<file path="config.mk">
export PLATFORM = sky130hd
export DESIGN_NAME = sequence_generator
export DESIGN_NICKNAME = d
export VERILOG_FILES = /design/src/rtl/seqgen_pkg.sv /design/src/rtl/seqgen_shifter.sv /design/src/rtl/sequence_generator.sv
export SDC_FILE = /design/constraint.sdc
export NUM_CORES = 1
export LEC_CHECK = 0
export CAP_MARGIN = 15
export CORE_MARGIN = 2
export CORE_UTILIZATION = 29
export DETAILED_ROUTE_END_ITERATION = 7
export PLACE_DENSITY_LB_ADDON = 0.12
export SLEW_MARGIN = 20
export SYNTH_ARGS = -nofsm -noshare
export SYNTH_HDL_FRONTEND = slang
export SYNTH_SLANG_ARGS = --single-unit
</file>
<file path="constraint.sdc">
create_clock -name clk -period 5.5 [get_ports clk]
set_clock_uncertainty 0.2 [all_clocks]
set_input_delay 1.1 -clock clk [delete_from_list [all_inputs] [get_ports clk]]
set_output_delay 1.1 -clock clk [all_outputs]
set_load 0.05 [all_outputs]
</file>
<file path="src/rtl/seqgen_pkg.sv">
// Shared types and helpers for the serial sequence generator.
package seqgen_pkg;

  typedef enum logic [1:0] {
    ST_IDLE = 2'd0,
    ST_SEND = 2'd1,
    ST_GAP  = 2'd2,
    ST_FIN  = 2'd3
  } state_e;

  localparam logic [15:0] DEFAULT_PATTERN = 16'b0000_0000_0000_1011;
  localparam int          DEFAULT_LEN     = 4;

  function automatic logic len_ok(input logic [31:0] len, input logic [31:0] max_len);
    return (len != 32'd0) && (len <= max_len);
  endfunction

endpackage

</file>
<file path="src/rtl/seqgen_shifter.sv">
// Shadow pattern and MSB-first bit index; exposes the bit that will be on the
// line after the coming edge so the top can register it.
module seqgen_shifter #(
  parameter int MAX_LEN = 16,
  parameter int LEN_W   = 5
) (
  input  logic               clk,
  input  logic               rst,
  input  logic               load,
  input  logic               reload,
  input  logic               advance,
  input  logic [MAX_LEN-1:0] pattern_in,
  input  logic [LEN_W-1:0]   len_in,
  output logic               bit_nxt,
  output logic               last
);
  import seqgen_pkg::*;

  logic [MAX_LEN-1:0] shadow_q, shadow_d;
  logic [LEN_W-1:0]   len_q, len_d;
  logic [LEN_W-1:0]   idx_q, idx_d;
  logic [MAX_LEN-1:0] shifted_s;

  // Next shadow/index: load wins over reload, reload over advance.
  always_comb begin
    shadow_d = shadow_q;
    len_d    = len_q;
    idx_d    = idx_q;
    if (load) begin
      shadow_d = pattern_in;
      len_d    = len_in;
      idx_d    = len_in - LEN_W'(1);
    end else if (reload) begin
      idx_d = len_q - LEN_W'(1);
    end else if (advance) begin
      idx_d = idx_q - LEN_W'(1);
    end else begin
      idx_d = idx_q;
    end
    shifted_s = shadow_d >> idx_d;
    bit_nxt   = shifted_s[0];
  end

  assign last = (idx_q == {LEN_W{1'b0}});

  // Shadow and index registers.
  always_ff @(posedge clk or negedge rst) begin
    if (!rst) begin
      shadow_q <= {MAX_LEN{1'b0}};
      len_q    <= {LEN_W{1'b0}};
      idx_q    <= {LEN_W{1'b0}};
    end else begin
      shadow_q <= shadow_d;
      len_q    <= len_d;
      idx_q    <= idx_d;
    end
  end

endmodule

</file>
<file path="src/rtl/sequence_generator.sv">
// Serial bit-pattern transmitter: sends a captured pattern MSB-first, repeated
// rpt times (0 = forever) with an optional idle gap, under ready backpressure.
module sequence_generator #(
  parameter int MAX_LEN = 16,
  parameter int LEN_W   = 5,
  parameter int RPT_W   = 8,
  parameter int GAP_W   = 4
) (
  input  logic               clk,
  input  logic               rst,
  input  logic               start,
  input  logic               abort,
  input  logic [MAX_LEN-1:0] pattern,
  input  logic [LEN_W-1:0]   len,
  input  logic [RPT_W-1:0]   rpt,
  input  logic [GAP_W-1:0]   gap,
  input  logic               ready,
  output logic               x,
  output logic               x_valid,
  output logic               busy,
  output logic               done,
  output logic               err
);
  import seqgen_pkg::*;

  state_e             state_q, state_d;
  logic [RPT_W-1:0]   frames_q, frames_d;
  logic               cont_q, cont_d;
  logic [GAP_W-1:0]   gap_len_q, gap_len_d;
  logic [GAP_W-1:0]   gap_cnt_q, gap_cnt_d;
  logic               x_q, x_d, x_valid_q, x_valid_d;
  logic               busy_q, busy_d, done_q, done_d, err_q, err_d;
  logic               load_s, reload_s, advance_s, bit_nxt_s, last_s;

  seqgen_shifter #(.MAX_LEN(MAX_LEN), .LEN_W(LEN_W)) u_shifter (
    .clk        (clk),
    .rst        (rst),
    .load       (load_s),
    .reload     (reload_s),
    .advance    (advance_s),
    .pattern_in (pattern),
    .len_in     (len),
    .bit_nxt    (bit_nxt_s),
    .last       (last_s)
  );

  // Next-state, counters, and the values the outputs take after the edge.
  always_comb begin
    state_d   = state_q;
    frames_d  = frames_q;
    cont_d    = cont_q;
    gap_len_d = gap_len_q;
    gap_cnt_d = gap_cnt_q;
    load_s    = 1'b0;
    reload_s  = 1'b0;
    advance_s = 1'b0;
    err_d     = 1'b0;
    case (state_q)
      ST_IDLE: begin
        if (start) begin
          if (len_ok(32'(len), 32'(MAX_LEN))) begin
            load_s    = 1'b1;
            state_d   = ST_SEND;
            frames_d  = rpt;
            cont_d    = (rpt == {RPT_W{1'b0}});
            gap_len_d = gap;
          end else begin
            err_d = 1'b1;
          end
        end else begin
          state_d = ST_IDLE;
        end
      end
      ST_SEND: begin
        if (abort) begin
          state_d = ST_IDLE;
        end else if (ready) begin
          if (!last_s) begin
            advance_s = 1'b1;
          end else begin
            // Continuous mode never touches the frame counter.
            if (!cont_q) begin
              frames_d = frames_q - RPT_W'(1);
            end else begin
              frames_d = frames_q;
            end
            if (cont_q || (frames_q > RPT_W'(1))) begin
              if (gap_len_q == {GAP_W{1'b0}}) begin
                reload_s = 1'b1;
              end else begin
                state_d   = ST_GAP;
                gap_cnt_d = gap_len_q;
              end
            end else begin
              state_d = ST_FIN;
            end
          end
        end else begin
          state_d = ST_SEND;
        end
      end
      ST_GAP: begin
        if (abort) begin
          state_d = ST_IDLE;
        end else if (gap_cnt_q <= GAP_W'(1)) begin
          reload_s  = 1'b1;
          state_d   = ST_SEND;
          gap_cnt_d = {GAP_W{1'b0}};
        end else begin
          gap_cnt_d = gap_cnt_q - GAP_W'(1);
        end
      end
      ST_FIN: begin
        state_d = ST_IDLE;
      end
      default: begin
        state_d = ST_IDLE;
      end
    endcase
    x_valid_d = (state_d == ST_SEND);
    x_d       = (state_d == ST_SEND) & bit_nxt_s;
    busy_d    = (state_d != ST_IDLE);
    done_d    = (state_d == ST_FIN);
  end

  // State, counters and registered outputs.
  always_ff @(posedge clk or negedge rst) begin
    if (!rst) begin
      state_q   <= ST_IDLE;
      frames_q  <= {RPT_W{1'b0}};
      cont_q    <= 1'b0;
      gap_len_q <= {GAP_W{1'b0}};
      gap_cnt_q <= {GAP_W{1'b0}};
      x_q       <= 1'b0;
      x_valid_q <= 1'b0;
      busy_q    <= 1'b0;
      done_q    <= 1'b0;
      err_q     <= 1'b0;
    end else begin
      state_q   <= state_d;
      frames_q  <= frames_d;
      cont_q    <= cont_d;
      gap_len_q <= gap_len_d;
      gap_cnt_q <= gap_cnt_d;
      x_q       <= x_d;
      x_valid_q <= x_valid_d;
      busy_q    <= busy_d;
      done_q    <= done_d;
      err_q     <= err_d;
    end
  end

  assign x       = x_q;
  assign x_valid = x_valid_q;
  assign busy    = busy_q;
  assign done    = done_q;
  assign err     = err_q;

endmodule

</file>
==> reports/summary.md, run 1 <==
* finished, final reports clean — result of the run
* 419 — count of nets after finishing
* 0.784 — part of the cycle the worst path needs
* 7330 um — Total Routed Length
* 329 — gate count of the mapped netlist
* 12600 um — first-pass GRT wire length
* mux2i_4 — slowest cell on the critical path
* 396 nW/um2 — PD cells
* register — Critical Path End Type
* 0.814 — final weighted congestion of routability-driven global placement
* 0.412 — fraction of synthesized cell area taken by the top area cell type
* 50 — clock sink count
* 65 — count of cell types in the netlist
* dfrtp_1 41%, nand2_1 7.0%, ha_1 4.5% — synth top area cells
* 2508 — vias in the first global route
* 1.59 nW — Static Leak
* 0.000194 V — worst vdd ir
* 3040 um2 — post-synthesis cell area
* 5540 um — placed wire-length estimate
* 50 — register bit count reported by yosys
* 507 — final cell count without fillers
* 0.297 — initial core utilization
* 4 — number of search-and-repair iterations in the first detailed-routing pass
* 0 ps — setup TNS after final layout
* 0.153 — proportion of power drawn by the clock network
* 0 — Final setup viols
* 718 ps — Worst Max-Slew Pin Slew
* 42 — number of buffer cells added on primary ports
* register to register — hold crit path type
* 10200 um2 — Core Region
* 300 ps — insertion delay of the later-clocked pin in the worst-skew pair
* false — RSZ-0062 raised after global routing
* 5 — Inserted Clock Buffers
* 90 ps — clock transition at the registers of the reported paths
* 499 — cell count after placement
* 0 — cts hold-fix bufs
* 0.000878 W — internal power contribution
* 0 — # Post-CTS Setup Buffers
* 0.232 GHz — achievable frequency
* 9.23 um2 — mean instance size in the synthesized netlist
* 0.517 — worst slew margin relative to its limit
* 37 — row count
* 378 — Synthesized Nets
* 0.000586 W — power spent charging and discharging nets
* 0 — final hold viol count
* 1.00 — async set or reset register ratio after synthesis
* 0 — antenna violations before repair
* 0.138 — Tot GR Track Use
* state_q[1]$_DFF_PN0_ — worst flop-to-flop path startpoint
* 0 — number of design rule violations left after detail routing
* clkdlybuf4s50_1 > inv_1 > ha_1 > nor3b_2 > mux2i_4 > buf_4 > nand2b_1 > and2_4 > inv_2 > mux2_2 > a211oi_1 > o22ai_1 — cell breakdown of the critical path
* 14.5 um — drt wl/cell
* 106 um — floorplan die height
* nand2_1 — most common library cell in the layout ignoring fill and taps
* 0.432 — Combinational Power Share
* 11300 um2 — DIE AREA
* input port to register — type of the setup path with the least slack
* 0 — Post-CTS Resized
* 16 — Critical Path Fanout Max
* clkbuf_8 — Root Buffer Master
* 0.400 — Sw Share
* 2 — buffer levels on the longest clock path
* 5480 ps — required time of the worst setup path
* 0 — count of synthesis-stage warnings from yosys
* 0.412 — sequential-to-total area share from yosys stat
* 1035 — total of fill cells in the finished design
* 57 x nand2_1, 50 x dfrtp_1, 41 x clkdlybuf4s50_1 — commonest non-fill, non-tap cells in the layout
* 1250 um2 — register area
* len[0] — critical path launch point
* 106 um — horizontal extent of the die
* 0 — final global-route overflow total
* 1640 um2 — area occupied by multi-input gates
* 0 — Inserted Diodes
* dfrtp_1 — Synth area leader
* 0.362 — Finished Core Util
* 4.87 — vias per cell
* 2470 — via count
* dfrtp_1 — predominant post-synthesis flop cell
* 43 — count of boundary I/O pins
* 0 — Antenna Violating Nets Remaining
* 21.7% — Layout Area Growth over Synthesis
* 2 — number of levels the H-tree was split into
* 4290 ps — data arrival time of the critical path
* 60 — Iteration-0 DRC Markers
* u_shifter.shadow_q[15]$_DFF_PN0_ — startpoint of the most critical hold path
* 51 — maximum number of pins on one net before global-route repair
* 0 — number of pins with negative max-slew slack in the final report
* 0 — number of enable flip-flop cells after synthesis
* 4310 ps — Period minus WS final
* 0.415 — sequential share of power
* 0.105 — layout cells sized above 1
* input port — Setup crit start kind
* yes — CTS tree
* 580 ps — crit-path max cell delay
* 0 — total of max-cap violations
[power by group through the flow]
| stage | Sequential (W) | Combinational [W] | Clock [W] |
|---|---|---|---|
| after CTS | 0.000608 | 0.000643 | 0.000237 |
| final | 0.000608 | 0.000632 | 0.000224 |
| after detailed placement | 0.000615 | 0.000640 | 0 |
| after global routing | 0.000625 | 0.000713 | 0.000254 |
| after floorplan | 0.000603 | 0.000463 | 0 |
| after global placement | 0.000615 | 0.000637 | 0 |
[area by class of cell]
class	instances	share of cell area
Clock buffer	7	0.0233
Clock inverter	1	0.00135
Inverter	28	0.0284
Multi-Input combinational cell	239	0.442
Sequential cell	50	0.338
Tap cell	136	0.0460
Timing Repair Buffer	46	0.120
[layer usage]
layer / track usage / part of all wire / up-vias
li1: - / - / 1238
met1: 0.185 / 0.47 / 1165
met2: 0.232 / 0.48 / 61
met3: 0.0227 / 0.041 / 6
met4: 0.0357 / 0.0093 / 0
met5: 0 / 0 / -
[state kept, by name, indices dropped and copies added, names as in the netlist]
signal              flops
u_shifter.shadow_q     16
frames_q                8
u_shifter.idx_q         5
u_shifter.len_q         5
gap_cnt_q               4
gap_len_q               4
state_q                 2
busy                    1
cont_q                  1
done                    1
err                     1
x                       1
x_valid                 1
[critical path, delay by kind of cell]
family	cells	cell delay, ps
adders and majority gates	1	150
AOI/OAI and AO/OA	2	360
and+or+nand+nor	3	770
buffers and inverters	4	990
muxes	2	910
[worst paths after layout]
| path | endpoint | slack, ps | cells past startpoint |
|---|---|---|---|
| worst min-delay path | u_shifter.shadow_q[15]$_DFF_PN0_ | 280 | 2 |
| worst min register to register | u_shifter.shadow_q[15]$_DFF_PN0_ | 280 | 2 |
| max in group asynchronous | u_shifter.idx_q[4]$_DFF_PN0_ | 3970 | 2 |
| worst max register to register | x$_DFF_PN0_ | 2110 | 11 |
| worst max-delay path | x$_DFF_PN0_ | 1190 | 12 |
| min in group asynchronous | frames_q[3]$_DFFE_PN0P_ | 700 | 2 |
[Yosys cell counts (all sizes together), types with 2 or more instances]
cell type and number:
clkbuf 7, o31ai 3, nand3 6, nand3b 3
or2 2, o21ai 17, nor4 7, a31oi 3
dfrtp 50, ha 11, a21o 2, and2 2
nor2 16, a222oi 2, buf 5, mux2 8
nor4b 5, mux2i 12, xor2 4, nor3b 3
nand2 57, a211oi 5, a22oi 4, nand2b 7
o22ai 4, inv 28, nand4 2, or4 5
a21oi 11, nor3 13, a41oi 2, or3 2
xnor2 5, nor2b 3
[cells by family after synthesis]
kind of cell / count (synthesis) / share of synthesized area
xor+xnor: 9 / 0.0259
simple gates: 136 / 0.241
buf+inv: 40 / 0.0540
compound gates: 63 / 0.150
flops: 50 / 0.412
fa+ha+maj: 11 / 0.0453
mux: 20 / 0.0717
[stage by stage]
stage,power (W),setup slack (ps),hold WS (ps),area (um2)
after detailed placement,0.00125,828,258,3610
final,0.00146,1190,279,3700
after CTS,0.00149,1160,281,3700
after floorplan,0.00107,1780,235,3040
after global placement,0.00125,907,254,3610
after global routing,0.00159,905,305,3700
Note: power is estimated with default switching activity, not from simulation.
==> run 2: changes to the inputs <==
==> constraint.sdc (replaced) <==
create_clock -name clk -period 3.55 [get_ports clk]
set_clock_uncertainty 0.2 [all_clocks]
set_input_delay 0.71 -clock clk [delete_from_list [all_inputs] [get_ports clk]]
set_output_delay 0.71 -clock clk [all_outputs]
set_load 0.05 [all_outputs]
==> reports/summary.md, run 2 (synthesis gave the netlist of run 1 again) <==
* 2599 — via count, was 2470
* 0 — antenna violations before repair, unchanged
* u_shifter.shadow_q — Biggest register, unchanged
* finished, final reports clean — result of the run, unchanged
* register — Critical Path End Type, unchanged
* 0 — Final setup viols, unchanged
* 2559 — vias in the first global route, was 2508
* 2 — number of levels the H-tree was split into, unchanged
* 12800 um — first-pass GRT wire length, was 12600 um
* 10 — Critical Path Fanout Max, was 16
* yes — CTS tree, unchanged
* 43 — count of boundary I/O pins, unchanged
* nand2_1 — most common library cell in the layout ignoring fill and taps, unchanged
* false — RSZ-0062 raised after global routing, unchanged
* 6040 um — placed wire-length estimate, was 5540 um
* 11300 um2 — DIE AREA, unchanged
* 0.289 GHz — achievable frequency
* 0 — Antenna Violating Nets Remaining, unchanged
* 0 ps — setup TNS after final layout, unchanged
* 456 — count of nets after finishing, was 419
* 0.189 — layout cells sized above 1, was 0.105
* 3460 ps — Period minus WS final
* clkdlybuf4s50_1 — slowest cell on the critical path, was mux2i_4
* 3440 ps — data arrival time of the critical path, was 4290 ps
* clkbuf_8 — Root Buffer Master, unchanged
* 57 x nand2_1, 50 x dfrtp_1, 41 x clkdlybuf4s50_1, 41 x buf_4, 27 x inv_1 — commonest non-fill, non-tap cells in the layout, was 57 x nand2_1, 50 x dfrtp_1, 41 x clkdlybuf4s50_1
* 0 — number of design rule violations left after detail routing, unchanged
* input port to register — type of the setup path with the least slack, unchanged
* 68 — Iteration-0 DRC Markers, was 60
* 100 ps — clock transition at the registers of the reported paths, was 90 ps
* 5 — number of search-and-repair iterations in the first detailed-routing pass, was 4
* 106 um — floorplan die height, unchanged
* 0.000291 V — worst vdd ir, was 0.000194 V
* 616 nW/um2 — PD cells, was 396 nW/um2
* 4.78 — vias per cell, was 4.87
* 0.974 — part of the cycle the worst path needs
* 0 — total of max-cap violations, unchanged
* 691 ps — Worst Max-Slew Pin Slew, was 718 ps
* 0 — number of pins with negative max-slew slack in the final report, unchanged
* 106 um — horizontal extent of the die, unchanged
* 50 — clock sink count, unchanged
* 1.78 nW — Static Leak, was 1.59 nW
* 0 — cts hold-fix bufs, unchanged
* 0 — final hold viol count, unchanged
* 0.297 — initial core utilization, unchanged
* 0 — Inserted Diodes, unchanged
* 0.812 — final weighted congestion of routability-driven global placement, was 0.814
* 10200 um2 — Core Region, unchanged
* 3530 ps — required time of the worst setup path, was 5480 ps
* 37 — row count, unchanged
* 190 ps — tightest hold margin, was 279 ps
* 0.142 — Tot GR Track Use, was 0.138
* 0 — final global-route overflow total, unchanged
* input port to asynchronous set/reset pin — hold crit path type, was register to register
* input port — Setup crit start kind, unchanged
* 5 — Inserted Clock Buffers, unchanged
* 16 — Largest register FFs, unchanged
* 32.1% — Layout Area Growth over Synthesis, was 21.7%
* 2 — buffer levels on the longest clock path, unchanged
* 28 — maximum number of pins on one net before global-route repair, was 51
* 310 ps — insertion delay of the later-clocked pin in the worst-skew pair, was 300 ps
* 14.1 um — drt wl/cell, was 14.5 um
* 7670 um — Total Routed Length, was 7330 um
* 42 — number of buffer cells added on primary ports, unchanged
* 430 ps — crit-path max cell delay, was 580 ps
* multiplexers — Crit path max-delay family, was buffers and inverters
* clkdlybuf4s50_1 > inv_1 > ha_1 > nor3b_4 > mux2i_4 > buf_4 > mux2_2 > nand2b_1 > mux2i_1 > nor4b_1 > nor4_1 > o22ai_1 — cell breakdown of the critical path, was clkdlybuf4s50_1 > inv_1 > ha_1 > nor3b_2 > mux2i_4 > buf_4 > nand2b_1 > and2_4 > inv_2 > mux2_2 > a211oi_1 > o22ai_1
* 3 — critical path buffer and inverter count, was 4
* 0.533 — worst slew margin relative to its limit, was 0.517
* u_shifter.shadow_q: 16 flops, frames_q: 8 flops — leading registers by flop count, unchanged
[run 2: cell types whose count changed in the layout (fill, tap and decap cells not counted)]
| cell | delta |
|---|---|
| nor3b_2 | -1 |
| inv_6 | +1 |
| bufinv_16 | +1 |
| buf_4 | +37 |
| nor3b_4 | +1 |
| clkbuf_1 | -1 |
| clkinv_2 | -1 |
[run 2: what timing repair did]
action,CTS,global route
resized for setup,1,0
pin swaps,0,0
setup endpoints to repair,1,1
buffers inserted,0,1
[run 2: worst paths after layout]
check	to	depth (start not counted)	slack, ps	start
hold reg to reg	u_shifter.shadow_q[10]$_DFF_PN0_	2	280	u_shifter.shadow_q[10]$_DFF_PN0_
hold / removal	frames_q[5]$_DFFE_PN0P_	1	190	rst
setup / recovery	x$_DFF_PN0_	12	90	len[0]
min in group clk	u_shifter.shadow_q[10]$_DFF_PN0_	2	280	u_shifter.shadow_q[10]$_DFF_PN0_
setup reg to reg	x$_DFF_PN0_	10	450	u_shifter.idx_q[0]$_DFF_PN0_
max in group asynchronous	u_shifter.shadow_q[10]$_DFF_PN0_	2	2180	rst
[run 2: power breakdown]
part           internal, W  switching, W  total, W  leakage (nW)
logic             0.000544      0.000551   0.00110          1.10
registers         0.000758      0.000182  0.000939         0.613
clock network     0.000232      0.000206  0.000438        0.0618
total              0.00153      0.000939   0.00247          1.78
[run 2: metal layers]
layer  up-vias  GRT usage  share of wire
met5         -          0              0
met4         0     0.0226         0.0060
met3         5     0.0270          0.036
met2        39      0.233           0.47
met1      1240      0.199           0.49
li1       1315          -              -
[run 2: stage by stage]
step,util,instance area (um2),worst slack (ps),std cells,power (W)
floorplan,-,3040,223,329,0.00165
global placement,0.379,3880,-255,535,0.00204
detailed placement,0.379,3880,-362,535,0.00205
CTS,0.391,4010,49.8,543,0.00251
global route,0.392,4010,2.74,544,0.00269
finish,0.392,4010,92.7,544,0.00247
[run 2: layout make-up]
| class | instances | area [um2] |
|---|---|---|
| clock buffers | 6 | 82.6 |
| clock inverters | 2 | 38.8 |
| fillers | 1061 | 6220 |
| flip-flops and latches | 50 | 1250 |
| well taps | 136 | 170 |
| inverters | 28 | 105 |
| repair buffers | 83 | 723 |
| multi-input cells | 239 | 1640 |
==> run 3: changes to the inputs <==
--- a/config.mk
+++ b/config.mk
@@ -9,7 +9,7 @@
 export CORE_MARGIN = 2
 export CORE_UTILIZATION = 29
 export DETAILED_ROUTE_END_ITERATION = 7
-export PLACE_DENSITY_LB_ADDON = 0.12
+export PLACE_DENSITY = 0.49
 export SLEW_MARGIN = 20
 export SYNTH_ARGS = -nofsm -noshare
 export SYNTH_HDL_FRONTEND = slang
==> reports/summary.md, run 3 (synthesis gave the netlist of run 1 again) <==
* 2 — number of levels the H-tree was split into, unchanged
* 51 — maximum number of pins on one net before global-route repair, was 28
* 7440 um — Total Routed Length, was 7670 um
* 653 ps — Worst Max-Slew Pin Slew, was 691 ps
* clkbuf_8 — Root Buffer Master, unchanged
* nand2_1 — most common library cell in the layout ignoring fill and taps, unchanged
* 2592 — vias in the first global route, was 2559
* 5730 um — placed wire-length estimate, was 6040 um
* 100 ps — clock transition at the registers of the reported paths, about the same
* 0 — total of max-cap violations, unchanged
* false — RSZ-0062 raised after global routing, unchanged
* 106 um — horizontal extent of the die, unchanged
* 0.138 — Tot GR Track Use, was 0.142
* 0.296 GHz — achievable frequency, was 0.289 GHz
* 0.179 — layout cells sized above 1, was 0.189
* 12 — number of logic stages on the critical path including buffering, unchanged
* 0 — antenna violations before repair, unchanged
* input port — Setup crit start kind, unchanged
* 11300 um2 — DIE AREA, unchanged
* 0 — final global-route overflow total, unchanged
* 106 um — floorplan die height, unchanged
* 0 — Final setup viols, unchanged
* register — Critical Path End Type, unchanged
* 3380 ps — Period minus WS final, was 3460 ps
* 4.79 — vias per cell, was 4.78
* u_shifter.shadow_q: 16 flops, frames_q: 8 flops — leading registers by flop count, unchanged
* 10200 um2 — Core Region, unchanged
* multiplexers — Crit path max-delay family, unchanged
* 16 — Largest register FFs, unchanged
* register to register — hold crit path type, was input port to asynchronous set/reset pin
* 3 — critical path buffer and inverter count, unchanged
* 50 — clock sink count, unchanged
* 0 — number of pins with negative max-slew slack in the final report, unchanged
* 0 — final hold viol count, unchanged
* 0.811 — final weighted congestion of routability-driven global placement, was 0.812
* 12500 um — first-pass GRT wire length, was 12800 um
* 0 — Inserted Diodes, unchanged
* 30.1% — Layout Area Growth over Synthesis, was 32.1%
* 440 ps — crit-path max cell delay, was 430 ps
* 450 — count of nets after finishing, was 456
* 0 — number of design rule violations left after detail routing, unchanged
* 3370 ps — data arrival time of the critical path, was 3440 ps
* clkdlybuf4s50_1 > inv_1 > ha_1 > nor3b_4 > mux2i_4 > buf_6 > mux2_2 > nand2b_1 > mux2i_1 > nor4b_1 > nor4_1 > o22ai_1 — cell breakdown of the critical path, was clkdlybuf4s50_1 > inv_1 > ha_1 > nor3b_4 > mux2i_4 > buf_4 > mux2_2 > nand2b_1 > mux2i_1 > nor4b_1 > nor4_1 > o22ai_1
* 538 — final cell count without fillers, was 544
* u_shifter.shadow_q — Biggest register, unchanged
* 1.74 nW — Static Leak, was 1.78 nW
* 529 — cell count after placement, was 535
* 13.8 um — drt wl/cell, was 14.1 um
* finished, final reports clean — result of the run, unchanged
* 0 ps — setup TNS after final layout, unchanged
* 3540 ps — required time of the worst setup path, was 3530 ps
* 0.953 — part of the cycle the worst path needs, was 0.974
* 57 x nand2_1, 50 x dfrtp_1, 41 x clkdlybuf4s50_1 — commonest non-fill, non-tap cells in the layout, was 57 x nand2_1, 50 x dfrtp_1, 41 x clkdlybuf4s50_1, 41 x buf_4, 27 x inv_1
* 0.297 — initial core utilization, unchanged
* 9 — worst reg2reg path depth, was 10
* clkdlybuf4s50_1 — slowest cell on the critical path, unchanged
* 2579 — via count, was 2599
* 2 — buffer levels on the longest clock path, unchanged
* 603 nW/um2 — PD cells, was 616 nW/um2
* 0.000206 V — worst vdd ir, was 0.000291 V
* 11 — Critical Path Fanout Max, was 10
* 37 — row count, unchanged
* 283 ps — tightest hold margin, was 190 ps
* input port to register — type of the setup path with the least slack, unchanged
* 4 — number of search-and-repair iterations in the first detailed-routing pass, was 5
* yes — CTS tree, unchanged
* 43 — count of boundary I/O pins, unchanged
* 310 ps — insertion delay of the later-clocked pin in the worst-skew pair, about the same
* 0 — Antenna Violating Nets Remaining, unchanged
* 5 — Inserted Clock Buffers, unchanged
* 42 — number of buffer cells added on primary ports, unchanged
* 2 — Hold Crit Depth
* 0.559 — worst slew margin relative to its limit, was 0.533
* 68 — Iteration-0 DRC Markers, unchanged
## run 3: changes by cell type in the layout (fill, tap and decap cells not counted)
| cell | change |
|---|---|
| a211oi_1 | -1 |
| a211oi_2 | +1 |
| buf_4 | -7 |
| buf_6 | +1 |
| bufinv_16 | -1 |
| clkinvlp_4 | +1 |
## run 3: worst min-delay path: cells and delay by family (launching register included)
family        cells  cell delay (ps)
flops             1              360
simple gates      2              100
## run 3: final timing paths
| path | start | end | slack, ps |
|---|---|---|---|
| max | len[0] | x$_DFF_PN0_ | 170 |
| min | u_shifter.shadow_q[7]$_DFF_PN0_ | u_shifter.shadow_q[7]$_DFF_PN0_ | 280 |
| max reg2reg | state_q[0]$_DFF_PN0_ | x$_DFF_PN0_ | 480 |
| min reg2reg | u_shifter.shadow_q[7]$_DFF_PN0_ | u_shifter.shadow_q[7]$_DFF_PN0_ | 280 |
| max in group asynchronous | rst | gap_len_q[3]$_DFFE_PN0P_ | 2400 |
| min in group asynchronous | rst | u_shifter.shadow_q[15]$_DFF_PN0_ | 320 |
## run 3: where the power goes
part,total [W],internal [W],switching (W)
registers,0.000937,0.000758,0.000179
logic,0.00108,0.000526,0.000553
clock network,0.000369,0.000161,0.000208
total,0.00238,0.00144,0.000940
## run 3: area by class of cell
cell class                 count  area, um2
fill                        1034       6280
multi-input combinational    239       1650
sequential                    50       1250
timing repair buffer          77        682
tap                          136        170
inverter                      28        105
clock buffer                   6       82.6
clock inverter                 2       16.3
## run 3: layer usage
| metal | vias to the layer above | GRT usage | routed length [um] |
|---|---|---|---|
| met2 | 44 | 0.232 | 3630 |
| met4 | 0 | 0.0320 | 70 |
| li1 | 1301 | - | - |
| met3 | 6 | 0.0215 | 220 |
| met1 | 1228 | 0.186 | 3520 |
| met5 | - | 0 | 0 |
## run 3: timing repair
| item | in CTS | in global routing |
|---|---|---|
| hold buffers | 0 | 0 |
| setup endpoints to repair | 0 | 2 |
| endpoints found under the hold margin | 0 | 0 |
| setup buffers | 0 | 1 |
| resized for setup | 0 | 3 |
## run 3: through the flow
stage / total power [W] / cell area (um2) / util / setup WS, ps
after floorplan: 0.00165 / 3040 / - / 223
after global placement: 0.00202 / 3830 / 0.375 / -232
after detailed placement: 0.00203 / 3830 / 0.375 / -297
after CTS: 0.00241 / 3930 / 0.384 / 31.9
after global routing: 0.00258 / 3950 / 0.386 / 14.1
final: 0.00238 / 3950 / 0.386 / 168
